`config.mk`:
```
export PLATFORM = sky130hd
export DESIGN_NAME = teclado_emulador
export DESIGN_NICKNAME = d
export VERILOG_FILES = /design/src/rtl/teclado_emulador.sv
export SDC_FILE = /design/constraint.sdc
export NUM_CORES = 1
export LEC_CHECK = 0
export ABC_AREA = 1
export BUFFER_PORTS_ARGS = -buffer_cell sky130_fd_sc_hd__buf_2
export CORE_ASPECT_RATIO = 1.2
export CORE_UTILIZATION = 55
export DETAILED_ROUTE_END_ITERATION = 6
export PLACE_DENSITY = 0.79
export SLEW_MARGIN = 15
export SYNTH_ARGS = -nofsm -noshare
export SYNTH_HDL_FRONTEND = slang
export SYNTH_SLANG_ARGS = --single-unit
export TNS_END_PERCENT = 100
```
`constraint.sdc`:
```
create_clock -name clk -period 1.7 [get_ports clk]
set_input_delay 0.085 -clock clk [delete_from_list [all_inputs] [get_ports clk]]
set_output_delay 0.085 -clock clk [all_outputs]
set_load 0.005 [all_outputs]
```
`src/rtl/teclado_emulador.sv`:
```
// 4x4 matrix-keypad responder: closes the requested switch with emulated press/release bounce,
// then drives the row lines from the scanner's column strobes as a real switch matrix would.
module teclado_emulador #(
  parameter int          BOUNCE_CYCLES = 250_000,
  parameter int          TOGGLE_CYCLES = 5_000,
  parameter int          HOLD_CYCLES   = 2_000_000,
  parameter int          GAP_CYCLES    = 1_000_000,
  parameter logic [15:0] LFSR_SEED     = 16'hACE1
) (
  input  logic       clk,
  input  logic       rst,
  input  logic       key_valid,
  input  logic [3:0] key_code,
  output logic       key_ready,
  input  logic [3:0] col,
  output logic [3:0] fila,
  output logic       contact,
  output logic       busy,
  output logic       done
);

  localparam int MAX_BH = (BOUNCE_CYCLES > HOLD_CYCLES) ? BOUNCE_CYCLES : HOLD_CYCLES;
  localparam int MAXP   = (MAX_BH > GAP_CYCLES) ? MAX_BH : GAP_CYCLES;
  localparam int CW     = (MAXP > 1) ? $clog2(MAXP) : 1;
  localparam int TW     = (TOGGLE_CYCLES > 1) ? $clog2(TOGGLE_CYCLES) : 1;

  localparam logic [CW-1:0] BOUNCE_LAST = CW'((BOUNCE_CYCLES > 0) ? BOUNCE_CYCLES - 1 : 0);
  localparam logic [CW-1:0] HOLD_LAST   = CW'(HOLD_CYCLES - 1);
  localparam logic [CW-1:0] GAP_LAST    = CW'(GAP_CYCLES - 1);
  localparam logic [TW-1:0] TOG_LAST    = TW'(TOGGLE_CYCLES - 1);

  typedef enum logic [2:0] {
    S_IDLE,
    S_B_PRESS,
    S_HOLD,
    S_B_REL,
    S_GAP
  } state_t;

  state_t          r_state, w_state_n;
  logic [CW-1:0]   r_cnt, w_cnt_n;
  logic [TW-1:0]   r_tog, w_tog_n;
  logic [15:0]     r_lfsr, w_lfsr_n;
  logic            r_contact, w_contact_n;
  logic            r_done, w_done_n;
  logic [1:0]      r_row, w_row_n;
  logic [1:0]      r_col, w_col_n;
  logic            w_lfsr_fb;
  logic [3:0]      w_fila;

  assign w_lfsr_fb = r_lfsr[0] ^ r_lfsr[2] ^ r_lfsr[3] ^ r_lfsr[5];

  always_ff @(posedge clk or posedge rst) begin
    if (rst) begin
      r_state   <= S_IDLE;
      r_cnt     <= '0;
      r_tog     <= '0;
      r_lfsr    <= LFSR_SEED;
      r_contact <= 1'b0;
      r_done    <= 1'b0;
      r_row     <= 2'd0;
      r_col     <= 2'd0;
    end else begin
      r_state   <= w_state_n;
      r_cnt     <= w_cnt_n;
      r_tog     <= w_tog_n;
      r_lfsr    <= w_lfsr_n;
      r_contact <= w_contact_n;
      r_done    <= w_done_n;
      r_row     <= w_row_n;
      r_col     <= w_col_n;
    end
  end

  // The final bounce cycle forces the settled contact level and does not advance the LFSR,
  // even when it coincides with a toggle boundary.
  always_comb begin
    w_state_n   = r_state;
    w_cnt_n     = r_cnt + 1'b1;
    w_tog_n     = r_tog;
    w_lfsr_n    = r_lfsr;
    w_contact_n = r_contact;
    w_done_n    = 1'b0;
    w_row_n     = r_row;
    w_col_n     = r_col;
    case (r_state)
      S_IDLE: begin
        w_cnt_n = '0;
        w_tog_n = '0;
        if (key_valid) begin
          w_row_n     = key_code[3:2];
          w_col_n     = key_code[1:0];
          w_contact_n = 1'b1;
          w_state_n   = (BOUNCE_CYCLES == 0) ? S_HOLD : S_B_PRESS;
        end
      end
      S_B_PRESS, S_B_REL: begin
        if (r_cnt == BOUNCE_LAST) begin
          w_contact_n = (r_state == S_B_PRESS);
          w_state_n   = (r_state == S_B_PRESS) ? S_HOLD : S_GAP;
          w_cnt_n     = '0;
          w_tog_n     = '0;
        end else if (r_tog == TOG_LAST) begin
          w_tog_n     = '0;
          w_contact_n = r_lfsr[0];
          w_lfsr_n    = {w_lfsr_fb, r_lfsr[15:1]};
        end else begin
          w_tog_n = r_tog + 1'b1;
        end
      end
      S_HOLD: begin
        if (r_cnt == HOLD_LAST) begin
          w_cnt_n = '0;
          w_tog_n = '0;
          if (BOUNCE_CYCLES == 0) begin
            w_state_n   = S_GAP;
            w_contact_n = 1'b0;
          end else begin
            w_state_n = S_B_REL;
          end
        end
      end
      S_GAP: begin
        if (r_cnt == GAP_LAST) begin
          w_state_n = S_IDLE;
          w_done_n  = 1'b1;
          w_cnt_n   = '0;
        end
      end
      default: begin
        w_state_n   = S_IDLE;
        w_contact_n = 1'b0;
      end
    endcase
  end

  // Physical switch model: a row is pulled low only while its closed key's column is strobed.
  always_comb begin
    w_fila = 4'hF;
    if (r_contact && (col[r_col] == 1'b0)) begin
      w_fila[r_row] = 1'b0;
    end
  end

  assign fila      = w_fila;
  assign contact   = r_contact;
  assign done      = r_done;
  assign key_ready = (r_state == S_IDLE);
  assign busy      = (r_state != S_IDLE);

endmodule

```
Word-level counts from Yosys, hierarchy flattened:

Index checks and enable logic that the tools add are counted.

* register bits after elaboration: 59
* bits in latches: 0
* memory bits (writable): 0
* memory bits (read-only): 0
* output and inout bits: 8
* logic and storage cells: 70
* memories kept: 0

* add/subtract/negate cells: 2
* $mul: 0
* div/mod/pow operators: 0
* magnitude comparators: 3
* eq/ne operators: 13
* shifts and indexed selects: 0
* mux-type cells: 25
* bitwise gates (word level): 7
* reductions and logical operators: 12

Operator list (count)
* 21-bit one-hot mux with 4 select lines: 1
* 21-bit two-way mux: 3
* 13-bit two-way mux: 3
* 13-bit one-hot mux with 3 select lines: 1
* 21-bit by 1-bit adder with 21-bit output (second input constant): 1
* 21-bit by 18-bit == test with 1-bit output (second input constant): 1
* 21-bit by 20-bit == test with 1-bit output (second input constant): 1
* 21-bit == test (second input constant): 1
* 3-bit two-way mux: 5
* 13-bit by 1-bit adder with 13-bit output (second input constant): 1
* 13-bit == test (second input constant): 1
* 3-bit one-hot mux with 4 select lines: 1
* 2-bit inequality test (second input constant): 4
* 1-bit two-way mux: 7
* 3-bit by 2-bit == test with 1-bit output (second input constant): 2
* 2-bit by 3-bit less-than comparator with 1-bit output (second input constant): 2
* 3-bit AND reduction: 2
* 3-bit nonzero test: 2
* 4-bit two-way mux: 1
* 4-bit NOT: 1
* 2-bit AND reduction: 2
* 4-bit AND reduction: 1
* 2-bit OR reduction: 2
* 3-bit by 1-bit == test with 1-bit output (second input constant): 1
* 10 further kinds: 15

Longest topological paths before layout:

Gate-level depths: netlist of the first run.

* depth after elaboration: 6
* mapped depth: 13

Worst setup path before layout of the first run:

OpenSTA, ideal clock, no wires.

* path type: reg-to-reg
* start: register r_cnt[0]
* end: register r_lfsr[1]
* data arrival time: 1457 ps
* required time: 1583 ps
* setup slack: 126 ps
* stages on the path, launching flop included: 12
* path buffers: 1
* path through: dfrtp_1 ha_1 nand3_2 nor2_1 nand3_2 nand2_4 inv_2 nand2_4 inv_4 buf_6 nand2_1 nand2_1

* word-level cells in the longest chain between the ends: 3

Ends and longest elaborated chain
* start, declared: line 41 `logic [CW-1:0] r_cnt, w_cnt_n;`
* start signal, assigned: line 65 `r_cnt <= w_cnt_n;`
* 21-bit by 18-bit == test with 1-bit output: line 98 `if (r_cnt == BOUNCE_LAST) begin`
* 1-bit NOT (no line)
* 3-bit AND reduction (no line)
* end signal, assigned: line 67 `r_lfsr <= w_lfsr_n;`
* end, declared: line 43 `logic [15:0] r_lfsr, w_lfsr_n;`

No other way between the ends.
A chain may end at the register's enable or synchronous reset.

Worst setup path after layout of the first run:

* start: register r_col[0]
* end: output fila[0]

* word-level cells in the longest chain between the ends: 5

Ends and longest elaborated chain
* start, declared: line 47 `logic [1:0] r_col, w_col_n;`
* start signal, assigned: line 71 `r_col <= w_col_n;`
* 1-bit binary-select mux with 2-bit select: line 140 `if (r_contact && (col[r_col] == 1'b0)) begin`
* 1-bit two-way mux (not written as such): line 140
* 1-bit NOT: line 140
* 1-bit logical AND: line 140
* 4-bit two-way mux: line 140
* end, declared: line 16 `output logic [3:0] fila,`

No other way between the ends. The select of a mux whose other input is x is not followed.

==> results of run 1 <==
[kinds of logic after synthesis]
logic type,count (synthesis)
AO/OA/AOI/OAI,29
AND/OR/NAND/NOR,275
adder cells (fa/ha/maj),2
flip-flops,59
XOR/XNOR,23
buffers and inverters,72
[power by group]
group	switching (µW)	leakage, µW	internal [µW]
combinational	977	0.00105	671
clock	543	0.000116	836
sequential	180	0.000761	1580
[metal layers]
layer  share of wire (%)  GRT usage, %  vias up
met5                   0             0        -
met1                  43          31.2     1446
met4                 2.1          11.7        0
met3                 4.1          4.26       16
li1                    -             -     1539
met2                  51          45.3       96
[worst min-delay path, cell delays in order]
cell and delay, ns:
buf_2 0.08, nor2_1 0.03, a21oi_1 0.11
[registers in the layout (all words and copies together), names as in the netlist]
register,cells
done,1
r_tog,13
r_state,3
contact,1
r_col,2
r_lfsr,16
r_row,2
r_cnt,21
[final cells by class]
class	count	share of cell area, %
clock inverter	3	1.08
inverter	63	6.00
sequential	59	36.9
multi-input combinational	329	41.4
clock buffer	13	4.42
tap	80	2.47
timing repair buffer	44	7.79
[stage by stage]
step | setup slack, ns | area, µm² | TNS (ns) | utilization (%) | hold WS (ns)
finish | 0.0414 | 4050 | 0 | 70.0 | 0.00438
global route | -0.0326 | 4050 | -0.0745 | 70.0 | 0.0266
CTS | 0.0152 | 3930 | 0 | 67.9 | 0.00193
detailed placement | -0.00585 | 3670 | -0.0152 | 63.5 | 0.110
global placement | 0.0498 | 3670 | 0 | 63.5 | 0.108
floorplan | 0.126 | 3370 | 0 | - | 0.244
[worst paths after layout]
check / cells after the start / startpoint / end / slack, ns
max: 6 / r_col[0] / fila[0] / 0.04
min: 3 / key_code[2] / r_row[0] / 0.004
max reg2reg: 10 / r_tog[1] / contact / 0.12
min reg2reg: 2 / r_lfsr[7] / r_lfsr[6] / 0.47
max in group asynchronous: 4 / rst / r_lfsr[15] / 0.79
min in group asynchronous: 3 / rst / r_tog[7] / 0.29
[cells in the final DEF, fill, tap and decap left out, types with 2 or more instances in the layout]
master,n
nand2_1,111
nor2_1,77
inv_1,56
dfrtp_1,47
nand3_1,37
buf_4,22
xor2_1,20
buf_2,18
o21ai_0,16
clkbuf_8,13
nand4_1,12
nor3_1,9
nor2_2,8
a21oi_1,8
dfstp_2,8
inv_2,5
nand3_2,4
nand2_2,4
dfrtp_2,4
nor2_4,3
xnor2_1,3
clkinv_2,2
o21ai_1,2
nor4_1,2
nor3_2,2
o211ai_1,2
dlygate4sd3_1,2
buf_12,2
[what timing repair did]
| action | 4_1_cts | 5_1_grt |
|---|---|---|
| setup buffers | 0 | 4 |
| gates resized for setup | 3 | 27 |
| hold buffers | 2 | 0 |
| hold endpoints to repair | 20 | 0 |
| setup endpoints to repair | 12 | 56 |
| pin swaps | 0 | 8 |
==> impl_metrics.csv, run 1 <==
group,metric,value,unit
detailed_routing,avgViaCountPerCell,5.24,
grt,grt_usage,25.9,%
die,fp-row-count,30,
detailed_routing,postRouteAntennaNets,0,
layout,multi_input_area,1670,µm²
detailed_routing,vias,3097,
placement,portBuffers,18,
timing,period_needed,1.66,ns
logic_synthesis,yosys-mux-area-fraction,0,%
worst_setup_path,worst-path-buf-inv,1,
worst_setup_path,critical_path.slowest_cell,"dfrtp_1",
worst_hold_path,hold_path.class,"in -> reg",
detailed_routing,routedWlPerCell,13.0,µm
logic_synthesis,synth-compound-area-share,4.57,%
worst_setup_path,slowest_delay,0.40,ns
clock_tree,cts.sinks,59,
die,pin_count,19,
detailed_routing,finalWirelength,7660,µm
worst_setup_path,timing_worst_setup_path_type,"reg -> out",
outcome,status,"complete, no violations",
clock_tree,clk_latency,0.35,ns
clock_tree,clk_pin_slew_worst_paths,0.06,ns
job,maxCapViolCount,0,
placement,dp.cells,569,
logic_synthesis,synth_top_area_share,37.9,%
worst_setup_path,required,1.62,ns
logic_synthesis,syn_avg_cell_area,7.32,µm²
logic_synthesis,synth_edf_count,0,
grt,grt_pass1_wl,12600,µm
die,die_w,73.4,µm
die,core,5780,µm²
clock_tree,root_buffer,"clkbuf_8",
worst_setup_path,critPathArrivalTime,1.57,ns
logic_synthesis,yosysSeqAreaShare,44.1,%
clock_tree,cts_max_path_buffers,2,
power_and_ir_drop,ir_drop,0.549,mV
grt,grt_max_degree,41,
detailed_routing,drc_errors,0,
timing,worst_slew_pin_slew,0.433,ns
power_and_ir_drop,finalPower,4790,µW
die,die_y,87.7,µm
die,start_util,58.2,%
die,die_area,6440,µm²
logic_synthesis,async_flop_share,100,%
placement,place.gp.congestion,0.892,
logic_synthesis,syn-num-nets,473,
placement,dpl.hpwl,5180,µm
logic_synthesis,yosysUniqueCellTypes,28,
worst_setup_path,crit_path_start_kind,"flop",
timing,max_freq,603,MHz
worst_setup_path,worstPathMaxFanout,3,
clock_tree,htree_levels,3,
timing,fin_skew,0.00572,ns
timing,post-route-period-util,97.6,%
layout,diodes,0,
logic_synthesis,synth_seq_cells,59,
timing,relSlewSlack,71.1,%
logic_synthesis,synthAdderAreaFrac,0.743,%
layout,drive_above_1_share,20.7,%
power_and_ir_drop,leakagePower,0.00193,µW
clock_tree,cts_tree,"done",
grt,gr-total-overflow,0,
logic_synthesis,synth_xor_area_share,5.98,%
logic_synthesis,yosysWarningCount,0,
detailed_routing,drt_iter0_drc,273,
logic_synthesis,yosys.area.top_type,"dfrtp_1",
logic_synthesis,syn_inst,460,
logic_synthesis,synth-main-ff-cell,"dfrtp_1",
logic_synthesis,yosys-top-cells-area,"dfrtp_1 (38%), nand2_1 (13%), nor2_1 (9.3%)",
grt,grt_pass1_vias,2843,
timing,finalHoldViolCount,0,
detailed_routing,firstDrtPassIters,5,
logic_synthesis,synth_area,3370,µm²
layout,stdcell_count,591,
power_and_ir_drop,powerDensity,1180,nW/µm²
layout,area_growth,20.1,%
timing,slew_viol_final,0,
clock_tree,numCtsBuffers,9,
worst_setup_path,cp-end-kind,"primary output",
worst_setup_path,cpMostUsedCell,"o211ai_1",
timing,rsz0062_at_grt,"true",
grt,antenna_found_initial,0,
logic_synthesis,synthTopCellsByCount,"nand2_1 (113), nor2_1 (83), inv_1 (58)",
layout,fillers,463,
layout,register_area,1490,µm²
layout,nets,519,
timing,finalSetupViolCount,0,
logic_synthesis,yosysMostFrequentCell,"nand2_1",
worst_setup_path,path_delay_family,"simple AND/OR/NAND/NOR gates",
logic_synthesis,synth_top_family_by_area,"simple AND/OR/NAND/NOR gates",
worst_setup_path,crit_path_cell_trace,"or2_4 -> o211ai_1 -> o211ai_1 -> nor2_1 -> nand2_1 -> buf_2",
logic_synthesis,yosys.area_share.simple,35.6,%
(Power assumes the default switching activity.)
==> run 2, diff against run 1 <==
--- a/config.mk
+++ b/config.mk
@@ -7,7 +7,8 @@
 export LEC_CHECK = 0
 export ABC_AREA = 1
+export ABC_CLOCK_PERIOD_IN_PS = 1600
 export BUFFER_PORTS_ARGS = -buffer_cell sky130_fd_sc_hd__buf_2
 export CORE_ASPECT_RATIO = 1.2
-export CORE_UTILIZATION = 55
+export CORE_UTILIZATION = 58
 export DETAILED_ROUTE_END_ITERATION = 6
 export PLACE_DENSITY = 0.79
==> constraint.sdc (replaced) <==
create_clock -name clk -period 1.6 [get_ports clk]
set_input_delay 0.24 -clock clk [delete_from_list [all_inputs] [get_ports clk]]
set_output_delay 0.24 -clock clk [all_outputs]
set_load 0.005 [all_outputs]
==> run 2 against run 1 <==
  * The flow now finishes with violations (setup timing)
  * Hold slack better by 0.14 ns
  * Register-to-register slack got worse by 0.26 ns
  * Wire length is 31% higher
  * Largest cell class unchanged
  * Sequential power rose by 7%
  * Final cell count increased by 2.7%
  * Largest power group is now combinational cells
  * Non-clock buffer count up 28
  * Combinational power rose by 53%
==> impl_metrics.csv, run 2 (synthesis results as in run 1) <==
group,metric,value,unit
timing,finalSetupViolCount,42,
clock_tree,clk_pin_slew_worst_paths,0.07,ns
detailed_routing,routedWlPerCell,16.5,µm
clock_tree,cts.sinks,59,
grt,grt-busiest-layer,"met2",
power_and_ir_drop,ir_drop,0.999,mV
worst_hold_path,hold_path.class,"in -> reg",
outcome,status,"complete, but fails checks",
detailed_routing,avgViaCountPerCell,5.86,
worst_setup_path,critPathArrivalTime,1.54,ns
layout,fin_area,4610,µm²
outcome,violations,"setup timing",
clock_tree,root_buffer,"clkbuf_8",
clock_tree,cts_tree,"done",
layout,mostFrequentLayoutCell,"nand2_1",
grt,grt_use_met2,43.8,%
timing,fin_skew,0.00954,ns
placement,place.gp.congestion,0.944,
layout,nets,551,
power_and_ir_drop,power.switching,2300,µW
detailed_routing,drt_iter0_drc,309,
detailed_routing,firstDrtPassIters,5,
die,die_w,71.6,µm
grt,use_met3,6.18,%
timing,whs,0.146,ns
power_and_ir_drop,combPwrFrac,44.2,%
timing,slew_viol_final,0,
worst_hold_path,min_path_cells,3,
power_and_ir_drop,leakagePower,0.00212,µW
worst_setup_path,required,1.36,ns
worst_setup_path,timing_worst_setup_path_type,"reg -> out",
placement,dpl.hpwl,5250,µm
power_and_ir_drop,powerDensity,1240,nW/µm²
worst_setup_path,reg2reg_depth,10,
grt,antenna_found_initial,0,
timing,post-route-period-util,111,%
die,pin_count,19,
job,maxCapViolCount,0,
timing,layout_setup_ws,-0.183,ns
grt,grt_pass1_wl,12700,µm
die,start_util,59.8,%
worst_setup_path,worstPathMaxFanout,2,
die,die_area,6110,µm²
layout,area_growth,36.9,%
clock_tree,numCtsBuffers,9,
timing,rsz0062_at_grt,"true",
power_and_ir_drop,p_clk_share,22.9,%
die,fp-row-count,30,
timing,finalHoldViolCount,0,
power_and_ir_drop,seqPwrFrac,32.8,%
power_and_ir_drop,swShare,40.3,%
clock_tree,cts_max_path_buffers,2,
grt,use_met1,33.3,%
timing,period_needed,1.78,ns
grt,gr-total-overflow,0,
timing,fin_tns_setup,-3.05,ns
layout,fin_util,81.9,%
die,core,5630,µm²
clock_tree,clk_latency,0.35,ns
layout,largestRegisters,"r_cnt x21, r_lfsr x16, r_tog x13",
clock_tree,htree_levels,3,
detailed_routing,vias,3556,
grt,grt_max_degree,60,
layout,largest_register,"r_cnt",
layout,diodes,0,
detailed_routing,postRouteAntennaNets,0,
layout,drive_above_1_share,37.6,%
timing,max_freq,561,MHz
layout,mostFrequentLayoutCells,"nand2_1 (88), inv_1 (54), nor2_1 (50)",
detailed_routing,drc_errors,0,
layout,fillers,327,
timing,relSlewSlack,73.5,%
die,die_y,85.5,µm
placement,portBuffers,18,
layout,largest_register_ffs,21,
grt,grt_usage,26.7,%
worst_setup_path,crit_path_start_kind,"flop",
power_and_ir_drop,p_int,3410,µW
timing,worst_slew_pin_slew,0.394,ns
grt,grt_pass1_vias,2967,
worst_setup_path,cp-end-kind,"primary output",
detailed_routing,finalWirelength,10000,µm
power_and_ir_drop,finalPower,5720,µW
placement,placed_area,3800,µm²
-- run 2: cell types whose count changed in the layout (fill, tap and decap cells not counted), sizes merged --
| cell | before | now |
|---|---|---|
| nand2 | 117 | 119 |
| clkinvlp | 0 | 2 |
| clkinv | 3 | 6 |
| buf | 42 | 69 |
| dlygate4sd3 | 2 | 1 |
| inv | 62 | 61 |
-- run 2: per-layer routing --
metal  wire (µm)  vias to the layer above  part of all wire [%]
met3         701                       56                   7.0
met1        3820                     1689                    38
met2        5040                      206                    50
li1            -                     1605                     -
met4         455                        0                   4.5
met5           0                        -                     0
-- run 2: timing repair --
item                                    4_1_cts  5_1_grt
hold endpoints to repair                     51        0
setup buffers                                 1       11
endpoints found under the setup margin       49       58
hold buffers                                  1        0
gates cloned                                  1        5
pin swaps                                     3       33
gates resized for setup                      12      119
-- run 2: final cells by class --
type,count,area [µm²],area share [%]
clock buffer,11,131,2.85
sequential,59,1500,32.4
timing repair buffer,72,584,12.7
inverter,63,262,5.67
timing repair inverter,2,13.8,0.299
clock inverter,5,53.8,1.17
tap,64,80.1,1.74
multi-input combinational,331,1990,43.2
-- run 2: final timing paths --
| check | from | slack [ns] | to |
|---|---|---|---|
| max reg2reg | r_cnt[11] | -0.14 | r_cnt[2] |
| min in group asynchronous | rst | 0.53 | r_cnt[0] |
| min reg2reg | r_lfsr[6] | 0.47 | r_lfsr[6] |
| max in group asynchronous | rst | 0.77 | r_lfsr[6] |
| min | key_code[3] | 0.15 | r_row[1] |
| max | r_col[0] | -0.18 | fila[1] |
-- run 2: worst max-delay path: stages, from the launching register on --
cell,delay [ns]
dfrtp_1,0.39
or2_4,0.22
o211ai_1,0.08
o211ai_1,0.15
nor2_1,0.17
nand2_1,0.07
buf_2,0.12
-- run 2: per-stage QoR --
stage          setup WS (ns)  instances
2_1_floorplan         0.0264        460
3_3_place_gp         -0.0326        572
3_5_place_dp          -0.106        572
4_1_cts               -0.207        591
5_1_grt               -0.250        607
6_report              -0.183        607
-- run 2: power by group through the flow --
stage	logic (µW)	registers, µW	clock network [µW]
after CTS	1760	1830	1320
after global placement	1610	1850	0
after floorplan	1060	1830	0
after detailed placement	1660	1860	0
after global routing	2730	1890	1400
final	2530	1880	1310
==> run 3, diff against run 2 <==
==> constraint.sdc (replaced) <==
create_clock -name clk -period 1.6 [get_ports clk]
set_input_delay 0.32 -clock clk [delete_from_list [all_inputs] [get_ports clk]]
set_output_delay 0.32 -clock clk [all_outputs]
set_load 0.005 [all_outputs]
==> run 3 against run 2 <==
  * The run still ends with setup timing left
  * Hold slack got worse by 0.11 ns
  * Clock power hardly changed
  * Die area did not move
  * Final cell count is 0.16% lower
  * Maximum frequency fell by 4.0%
  * Wire length down 4.2%
  * First-iteration DRC count shrank 15%
==> impl_metrics.csv, run 3 (synthesis results as in run 1) <==
group,metric,value,unit
power_and_ir_drop,powerDensity,1240,nW/µm²
detailed_routing,avgViaCountPerCell,5.76,
worst_setup_path,rr_endpoint,"r_cnt[11]",
layout,largest_register_ffs,21,
grt,grt_pass1_wl,12600,µm
timing,max_freq,538,MHz
worst_setup_path,crit_path_cell_trace,"or2_4 -> o211ai_1 -> o211ai_1 -> nor2_1 -> nand2_1 -> buf_2",
layout,largest_register,"r_cnt",
worst_setup_path,slowest_delay,0.39,ns
timing,worst_slew_pin_slew,0.318,ns
placement,dp.cells,572,
grt,gr-total-overflow,0,
detailed_routing,postRouteAntennaNets,0,
worst_setup_path,critPathArrivalTime,1.54,ns
worst_setup_path,reg2reg_depth,8,
worst_setup_path,path_delay_family,"simple AND/OR/NAND/NOR gates",
layout,drive_above_1_share,38.4,%
clock_tree,clk_latency,0.35,ns
die,die_w,71.6,µm
timing,slew_viol_final,0,
clock_tree,root_buffer,"clkbuf_8",
placement,place_ws,-0.106,ns
timing,layout_setup_ws,-0.258,ns
grt,grt_max_degree,60,
timing,finalSetupViolCount,34,
worst_setup_path,critical_path.slowest_cell,"dfrtp_1",
detailed_routing,firstDrtPassIters,5,
timing,post-route-period-util,116,%
clock_tree,clk_pin_slew_worst_paths,0.07,ns
outcome,violations,"setup timing",
die,pin_count,19,
detailed_routing,drc_errors,0,
worst_setup_path,cp-end-kind,"primary output",
timing,fin_skew,0.0119,ns
worst_setup_path,worstPathMaxFanout,2,
die,fp-row-count,30,
clock_tree,cts.sinks,59,
placement,place.gp.congestion,0.944,
power_and_ir_drop,leakagePower,0.00211,µW
grt,antenna_found_initial,0,
die,core,5630,µm²
placement,dpl.hpwl,5250,µm
worst_setup_path,worst-path-buf-inv,1,
worst_setup_path,reg2reg_from,"r_cnt[0]",
clock_tree,htree_levels,3,
layout,mostFrequentLayoutCells,"nand2_1 (87), inv_1 (53), nor2_1 (50)",
worst_setup_path,r2r_slack,-0.18,ns
detailed_routing,routedWlPerCell,15.8,µm
worst_setup_path,critPathLaunch,"r_col[0]",
clock_tree,holdBufCountCts,0,
detailed_routing,drt_iter0_drc,262,
grt,grt_pass1_vias,2963,
worst_setup_path,required,1.28,ns
job,maxCapViolCount,0,
die,die_area,6110,µm²
timing,rsz0062_at_grt,"true",
worst_setup_path,cpMostUsedCell,"o211ai_1",
timing,relSlewSlack,78.5,%
layout,mostFrequentLayoutCell,"nand2_1",
worst_hold_path,hold_path.class,"in -> async",
die,die_y,85.5,µm
clock_tree,cts_max_path_buffers,2,
clock_tree,numCtsBuffers,9,
detailed_routing,vias,3488,
die,start_util,59.8,%
layout,area_growth,36.8,%
detailed_routing,finalWirelength,9590,µm
layout,nets,550,
layout,stdcell_count,606,
worst_setup_path,timing_worst_setup_path_type,"reg -> out",
layout,diodes,0,
grt,grt_usage,26.6,%
timing,period_needed,1.86,ns
layout,largestRegisters,"r_cnt x21, r_lfsr x16, r_tog x13",
clock_tree,cts_tree,"done",
placement,portBuffers,18,
worst_setup_path,crit_path_start_kind,"flop",
power_and_ir_drop,ir_drop,0.899,mV
timing,finalHoldViolCount,0,
outcome,status,"complete, but fails checks",
## run 3: cell count changes in the layout (fill, tap and decap cells not counted)
cell and delta:
dlygate4sd3_1 -1, dfrtp_1 -2, inv_2 +1, dfrtp_2 +2
nand2_2 +1, inv_1 -1, nand2_1 -1
## run 3: routing by layer
| metal | global-route usage (%) | vias up | routed length (µm) |
|---|---|---|---|
| met2 | 43.6 | 163 | 4850 |
| li1 | - | 1609 | - |
| met1 | 33.2 | 1673 | 3770 |
| met4 | 12.7 | 0 | 337 |
| met5 | 0 | - | 0 |
| met3 | 6.18 | 43 | 632 |
## run 3: final cells by class
type                            instances  area, µm²
Inverter                               63        262
Timing Repair inverter                  2       13.8
Sequential cell                        59       1500
Clock inverter                          5       53.8
Tap cell                               64       80.1
Timing Repair Buffer                   71        574
Multi-Input combinational cell        331       1990
Clock buffer                           11        131
Fill cell                             324       1020
## run 3: where the power goes
group	leakage [µW]	switching, µW	internal, µW
clock	0.0000971	605	714
combinational	0.00126	1490	1020
sequential	0.000754	204	1680
## run 3: tightest hold or removal path: stages
cell        delay [ns]
buf_2             0.11
clkinvlp_4        0.07
buf_12            0.28
## run 3: how the worst max path moves through the flow
stage | endpoint | slack (ns) | cells past startpoint
2_1_floorplan | r_lfsr[1] | 0.03 | 11
3_3_place_gp | r_tog[7] | -0.03 | 8
3_5_place_dp | r_tog[5] | -0.11 | 8
4_1_cts | fila[1] | -0.29 | 6
5_1_grt | fila[0] | -0.32 | 6
6_report | fila[1] | -0.26 | 6
## run 3: stage by stage
stage / utilization (%) / total power, µW / cell area (µm²) / TNS (ns) / hold WS (ns)
final: 81.8 / 5720 / 4610 / -2.79 / 0.0329
after floorplan: - / 2890 / 3370 / 0 / 0.417
after CTS: 71.6 / 4920 / 4030 / -1.06 / 0.0519
after global placement: 67.4 / 3460 / 3800 / -0.292 / 0.416
after detailed placement: 67.4 / 3520 / 3800 / -1.14 / 0.425
after global routing: 81.8 / 6000 / 4610 / -6.19 / 0.0601
## run 3: what timing repair did
item	in CTS	in global routing
cloned	1	5
setup buffers	1	11
setup endpoints to repair	50	58
resized for setup	13	122
pin swaps	3	34
